**src/rtl/rf_write_arbiter.sv**
```systemverilog
// ---------------------------------------------------------------------------
// rf_write_arbiter
// Arbitrates two write-back requesters (ALU = A, load unit = B) onto the
// single register-file write port and keeps a busy scoreboard of destination
// registers that have been reserved at issue but not yet written back.
//
// Ports
//   clk, rst                       clock, synchronous active-high reset
//   a_valid/a_addr/a_data/a_ready  ALU write-back request channel
//   b_valid/b_addr/b_data/b_ready  load-unit write-back request channel
//   wr_en/wr_addr/wr_data          registered register-file write port
//   rsv_valid/rsv_addr             reserve a destination register at issue
//   q1addr/q2addr, q1busy/q2busy   scoreboard lookup for two read operands
//   flush                          drop this cycle's grant, clear scoreboard
// ---------------------------------------------------------------------------
module rf_write_arbiter (
  input  logic        clk,
  input  logic        rst,
  input  logic        a_valid,
  input  logic [5:0]  a_addr,
  input  logic [31:0] a_data,
  output logic        a_ready,
  input  logic        b_valid,
  input  logic [5:0]  b_addr,
  input  logic [31:0] b_data,
  output logic        b_ready,
  output logic        wr_en,
  output logic [5:0]  wr_addr,
  output logic [31:0] wr_data,
  input  logic        rsv_valid,
  input  logic [5:0]  rsv_addr,
  input  logic [5:0]  q1addr,
  input  logic [5:0]  q2addr,
  output logic        q1busy,
  output logic        q2busy,
  input  logic        flush
);

  // prio = 0 prefers A on contention, 1 prefers B.
  logic        prio;
  logic [63:0] busy;
  logic [63:0] busy_next;
  logic        grant_a;
  logic        grant_b;

  // Grant decision. Reset and flush suppress both grants so that neither
  // requester sees a handshake that would then be dropped.
  always_comb begin
    grant_a = 1'b0;
    grant_b = 1'b0;
    if (!rst && !flush) begin
      if (a_valid && (!b_valid || !prio)) begin
        grant_a = 1'b1;
      end else if (b_valid) begin
        grant_b = 1'b1;
      end
    end
  end

  assign a_ready = grant_a;
  assign b_ready = grant_b;

  // Lookups read registered state only; a reservation or write in the same
  // cycle becomes visible after the edge.
  assign q1busy = busy[q1addr];
  assign q2busy = busy[q2addr];

  // Next scoreboard: the write-back clear is applied first and the
  // reservation set last, so a same-cycle reserve of the written register
  // leaves it busy (the new producer still owes a result).
  always_comb begin
    busy_next = busy;
    if (flush) begin
      busy_next = '0;
    end else begin
      if (grant_a) busy_next[a_addr] = 1'b0;
      if (grant_b) busy_next[b_addr] = 1'b0;
      if (rsv_valid) busy_next[rsv_addr] = 1'b1;
    end
  end

  // State update: priority toggles toward the loser after each handshake,
  // and the granted request is forwarded to the write port one cycle later.
  always_ff @(posedge clk) begin
    if (rst) begin
      prio    <= 1'b0;
      busy    <= '0;
      wr_en   <= 1'b0;
      wr_addr <= '0;
      wr_data <= '0;
    end else begin
      busy  <= busy_next;
      wr_en <= grant_a | grant_b;
      if (grant_a) begin
        prio    <= 1'b1;
        wr_addr <= a_addr;
        wr_data <= a_data;
      end else if (grant_b) begin
        prio    <= 1'b0;
        wr_addr <= b_addr;
        wr_data <= b_data;
      end
    end
  end

endmodule

```
**config.mk**
```make
export PLATFORM = sky130hd
export DESIGN_NAME = rf_write_arbiter
export DESIGN_NICKNAME = d
export VERILOG_FILES = /design/src/rtl/rf_write_arbiter.sv
export SDC_FILE = /design/constraint.sdc
export NUM_CORES = 1
export LEC_CHECK = 0
export ABC_AREA = 1
export CORE_MARGIN = 8
export CORE_UTILIZATION = 30
export DETAILED_ROUTE_END_ITERATION = 8
export MAX_ROUTING_LAYER = met4
export SLEW_MARGIN = 40
export SYNTH_ARGS = -nofsm -noshare
export SYNTH_HDL_FRONTEND = slang
export SYNTH_SLANG_ARGS = --single-unit
```
**constraint.sdc**
```tcl
create_clock -name clk -period 1.6 [get_ports clk]
set_input_delay 0.32 -clock clk [delete_from_list [all_inputs] [get_ports clk]]
set_output_delay 0.32 -clock clk [all_outputs]
set_load 0.02 [all_outputs]
```
**After elaboration in Yosys (flattened, before gate mapping)**

Index checks and enable logic that the tools add are counted.

- Flip-flop bits (word level): 104
- Input bits: 100
- Output and inout bits: 43

- Order comparisons: 8
- Multiplexer cells: 26
- Bitwise operators: 6
- Reduce and logical (&&, ||, !) cells: 12

Operators by type and width:

| operator | count |
|---|---|
| 64-bit two-way mux | 5 |
| 64-bit AND | 2 |
| 64-bit NOT | 2 |
| 32-bit two-way mux | 2 |
| 64-bit bitwise OR | 1 |
| 6-bit by 7-bit less-than comparator with 1-bit output, second input constant | 5 |
| 1-bit demux with 6-bit select | 3 |
| 6-bit by 1-bit >= comparator with 1-bit output, second input constant | 3 |
| 1-bit binary-select mux with 6-bit select | 2 |
| 1-bit two-way mux | 12 |
| 6-bit two-way mux | 2 |
| 1-bit logical AND | 5 |
| 1-bit logical NOT | 4 |
| 2-bit nonzero test | 1 |
| 2-bit OR reduction | 1 |
| 1-bit logical OR | 1 |
| 1-bit bitwise OR | 1 |

**Logic depth before layout (Yosys ltp)**

Gate-level depths: netlist of run 1.

- Word-level depth: 13
- Gate-level depth with buffers: 11

**Least setup slack after synthesis of run 1**

OpenSTA, ideal clock, no wires.

- Path type: input-to-output
- From: input q1addr[0]
- To: output q1busy
- Arrival: 1326 ps
- Data required time: 1280 ps
- Setup slack: -46 ps
- Stages on the path: 10
- Cells stage by stage: buf_2 clkbuf_1 nand2_1 nand3_1 nand3_1 nand2_1 nand2_1 nand3_1 nand3_1 nand2_1

- Longest elaborated chain between the ends: 2

RTL lines:

| what | RTL line | text |
|---|---|---|
| start, declared | 32 | `input logic [5:0] q1addr,` |
| 1-bit binary-select mux with 6-bit select | 65 | `assign q1busy = busy[q1addr];` |
| 1-bit two-way mux (not written as such) | 65 |  |
| end, declared | 34 | `output logic q1busy,` |

No other way between the ends. The select of a mux whose other input is x is not followed.

**Worst setup path after layout of run 1**

- From: register busy[52]
- To: output q1busy

- Longest elaborated chain between the ends: 2

RTL lines:

| what | RTL line | text |
|---|---|---|
| start, declared | 41 | `logic [63:0] busy;` |
| start signal, assigned | 92 | `busy <= busy_next;` |
| 1-bit binary-select mux with 6-bit select | 65 |  |
| 1-bit two-way mux (not written as such) | 65 |  |

No other way between the ends. The select of a mux whose other input is x is not followed.

==> results.cfg, run 1 <==
[clock_network]
holdBufCountCts = 0
insertion_delay_ns = 0.34
htreeDepth = 3
cts_tree = yes
cts_root_buf = clkbuf_16
clock-sinks = 104
cts_buffer_depth = 2
cts.clk_slew.worst_paths_ns = 0.07
cts_buffers = 9

[layout]
seq_area_mm2 = 0.00223
area_growth_pct = 64.7
layout.cells.non_filler = 1553
fill_cells = 2032
layout_common_cells = nand2_1 (277), buf_4 (168), nand3_1 (162)
final_common_cell = nand2_1
drive_gt1_frac = 0.292
fin_nets = 1377
multi_input_area_mm2 = 0.00392

[logic_synthesis]
synth_top_family_by_area = simple AND/OR/NAND/NOR gates
yosys.cell_types.count = 26
synth_top_cell_by_area = dfxtp_1
synthesis.nets = 1081
synth-adder-area-share = 0
syn_area_mm2 = 0.00621
ys_ff_latch = 104
synth.avg_cell_area_um2 = 6.33
synth_compound_area_frac = 0.142
synth_cells = 981
synthMuxAreaShare = 0
yosys_warnings = 0
ys_seq_area_frac = 0.335
synth_area_leaders = dfxtp_1 (34%), nand2_1 (18%), nand3_1 (15%)
synth_top_area_frac = 0.335
yosys.area_share.xor_xnor = 0
yosys.area_share.simple = 0.449

[sta]
grt_setup_unrepaired = true
slew_headroom = 0.514
fin_setup_tns_ns = -0.317
fin_ws_ns = -0.165
clock.fmax_mhz = 567
final-hold-violation-count = 0
period_needed_ns = 1.76
fin_skew_ns = 0.00653
maxSlewViolCount = 0
period_share = 1.10
setup_viol = 2
max_slew.worst_pin.slew_ns = 0.730

[critical_path]
end_kind = output port
slowest_delay_ns = 0.37
start_kind = flop
cp_slowest_cell = dfxtp_4
required_ns = 1.28
cp.arrival_ns = 1.44
critPathBufInv = 1
worstPathMaxFanout = 3
path_class = flop to output port
timing.critical_path.mode_cell = nand3_2
path_cells = nand2_2, nand3_2, nand3_1, nand2_1, nand2_1, nand3_2, nand3_2, nand2_2, buf_6
cpLargestDelayFamily = simple AND/OR/NAND/NOR gates

[global_routing]
track_usage = 0.208
grt_pass1_wl_um = 41600
grt_pass1_vias = 7424
antenna_found_initial = 2
grt-ovfl-total = 0
grt_max_degree = 65

[floorplan]
io_pins = 143
floorplan.initialDensity = 0.306
die_x_um = 160
core_area_mm2 = 0.0203
die_area_mm2 = 0.0256
rows = 52
die_h_um = 160

[place]
dpl.cell_count = 1520
numPortBuffers = 142
dp_slack_ns = -1.02
place_congestion = 0.922
dp_hpwl_um = 20200

[drt]
drc = 0
wl_per_cell_um = 17.7
dr.pass1.iters = 8
vias = 8005
vias_per_cell = 5.15
ant_nets = 0
routed_wl_um = 27500
first_iter_violations = 728

[pwr]
ir_worst_vdd_mv = 0.646
power.density_mw_per_mm2 = 630
leakage_uw = 0.00417

[run_status]
violations = negative setup slack
status = finished, violations left

[run]
maxCapViolations = 0

[min_path]
hold_path_class = input port to flop
[area by class of cell]
| type | instances | share of cell area |
|---|---|---|
| multi-input cells | 766 | 0.384 |
| repair buffers | 338 | 0.314 |
| flip-flops and latches | 104 | 0.218 |
| well taps | 270 | 0.0330 |
| clock buffers | 12 | 0.0241 |
| inverters | 58 | 0.0233 |
| clock inverters | 3 | 0.00416 |
| diodes | 2 | 0.000489 |
[state kept, by name (all words and copies together) (netlist names)]
name	flops
busy	64
wr_data	32
wr_addr	6
prio	1
wr_en	1
[through the flow]
stage	utilization	area [µm²]	hold WS [ns]	total power, µW
2_1_floorplan	-	6220	0.389	3380
5_1_grt	0.504	10200	0.456	6710
4_1_cts	0.478	9710	0.454	6440
3_5_place_dp	0.456	9250	0.471	4220
3_3_place_gp	0.456	9250	0.460	4210
6_report	0.504	10200	0.449	6440
[power by group]
group / leakage (µW) / internal, µW / switching, µW / total [µW]
Combinational: 0.00315 / 729 / 825 / 1550
Clock: 0.000139 / 1250 / 983 / 2230
Sequential: 0.000884 / 2620 / 38.4 / 2660
[cell usage after synthesis]
master / number
nand2_1: 302
nand3_1: 189
dfxtp_1: 104
nor2_1: 103
a21oi_1: 65
inv_1: 54
o221ai_1: 37
o211ai_1: 28
buf_2: 27
clkbuf_1: 24
nor3_2: 16
nor3_1: 10
inv_2: 4
a31oi_1: 2
buf_4: 2
nand4_1: 2
nor2_2: 2
o21ai_0: 2
nand2_2: 1
nand3_2: 1
nand3_4: 1
nor2_4: 1
nor3_4: 1
nor4_1: 1
nor4_2: 1
or2_2: 1
[repair_timing]
action	4_1_cts	5_1_grt
resized for setup	150	126
setup endpoints to repair	95	57
setup buffers	1	6
hold endpoints to repair	0	0
pin swaps	14	36
cloned	5	4
[metal layers]
layer,part of all wire,GRT usage
met1,0.43,0.274
met2,0.45,0.320
met3,0.10,0.0496
met4,0.017,0.0387
met5,0,-
[worst paths after layout]
kind	from	to	slack, ns	depth (start not counted)
worst max-delay path	busy[52]$_SDFF_PP0_	q1busy	-0.16	9
worst min-delay path	rst	prio$_SDFFE_PP0P_	0.45	3
worst max register to register	prio$_SDFFE_PP0P_	busy[45]$_SDFF_PP0_	0.12	9
worst min register to register	prio$_SDFFE_PP0P_	prio$_SDFFE_PP0P_	0.48	2
[logic make-up after synthesis]
kind of cell | count (synthesis)
AOI/OAI and AO/OA | 134
buffers and inverters | 111
DFF | 104
and+or+nand+nor | 632
[tightest hold or removal path, cell delays in order]
cell           delay (ns)
dlygate4sd2_1        0.25
buf_4                0.15
a21oi_1              0.04
Power figures use the tool's default switching activity.
==> run 2, diff against run 1 <==
Settings changed: CTS_CLUSTER_SIZE set to 28.
==> results of run 2 <==
Final layout, timing and power as in run 1 (identical DEF).
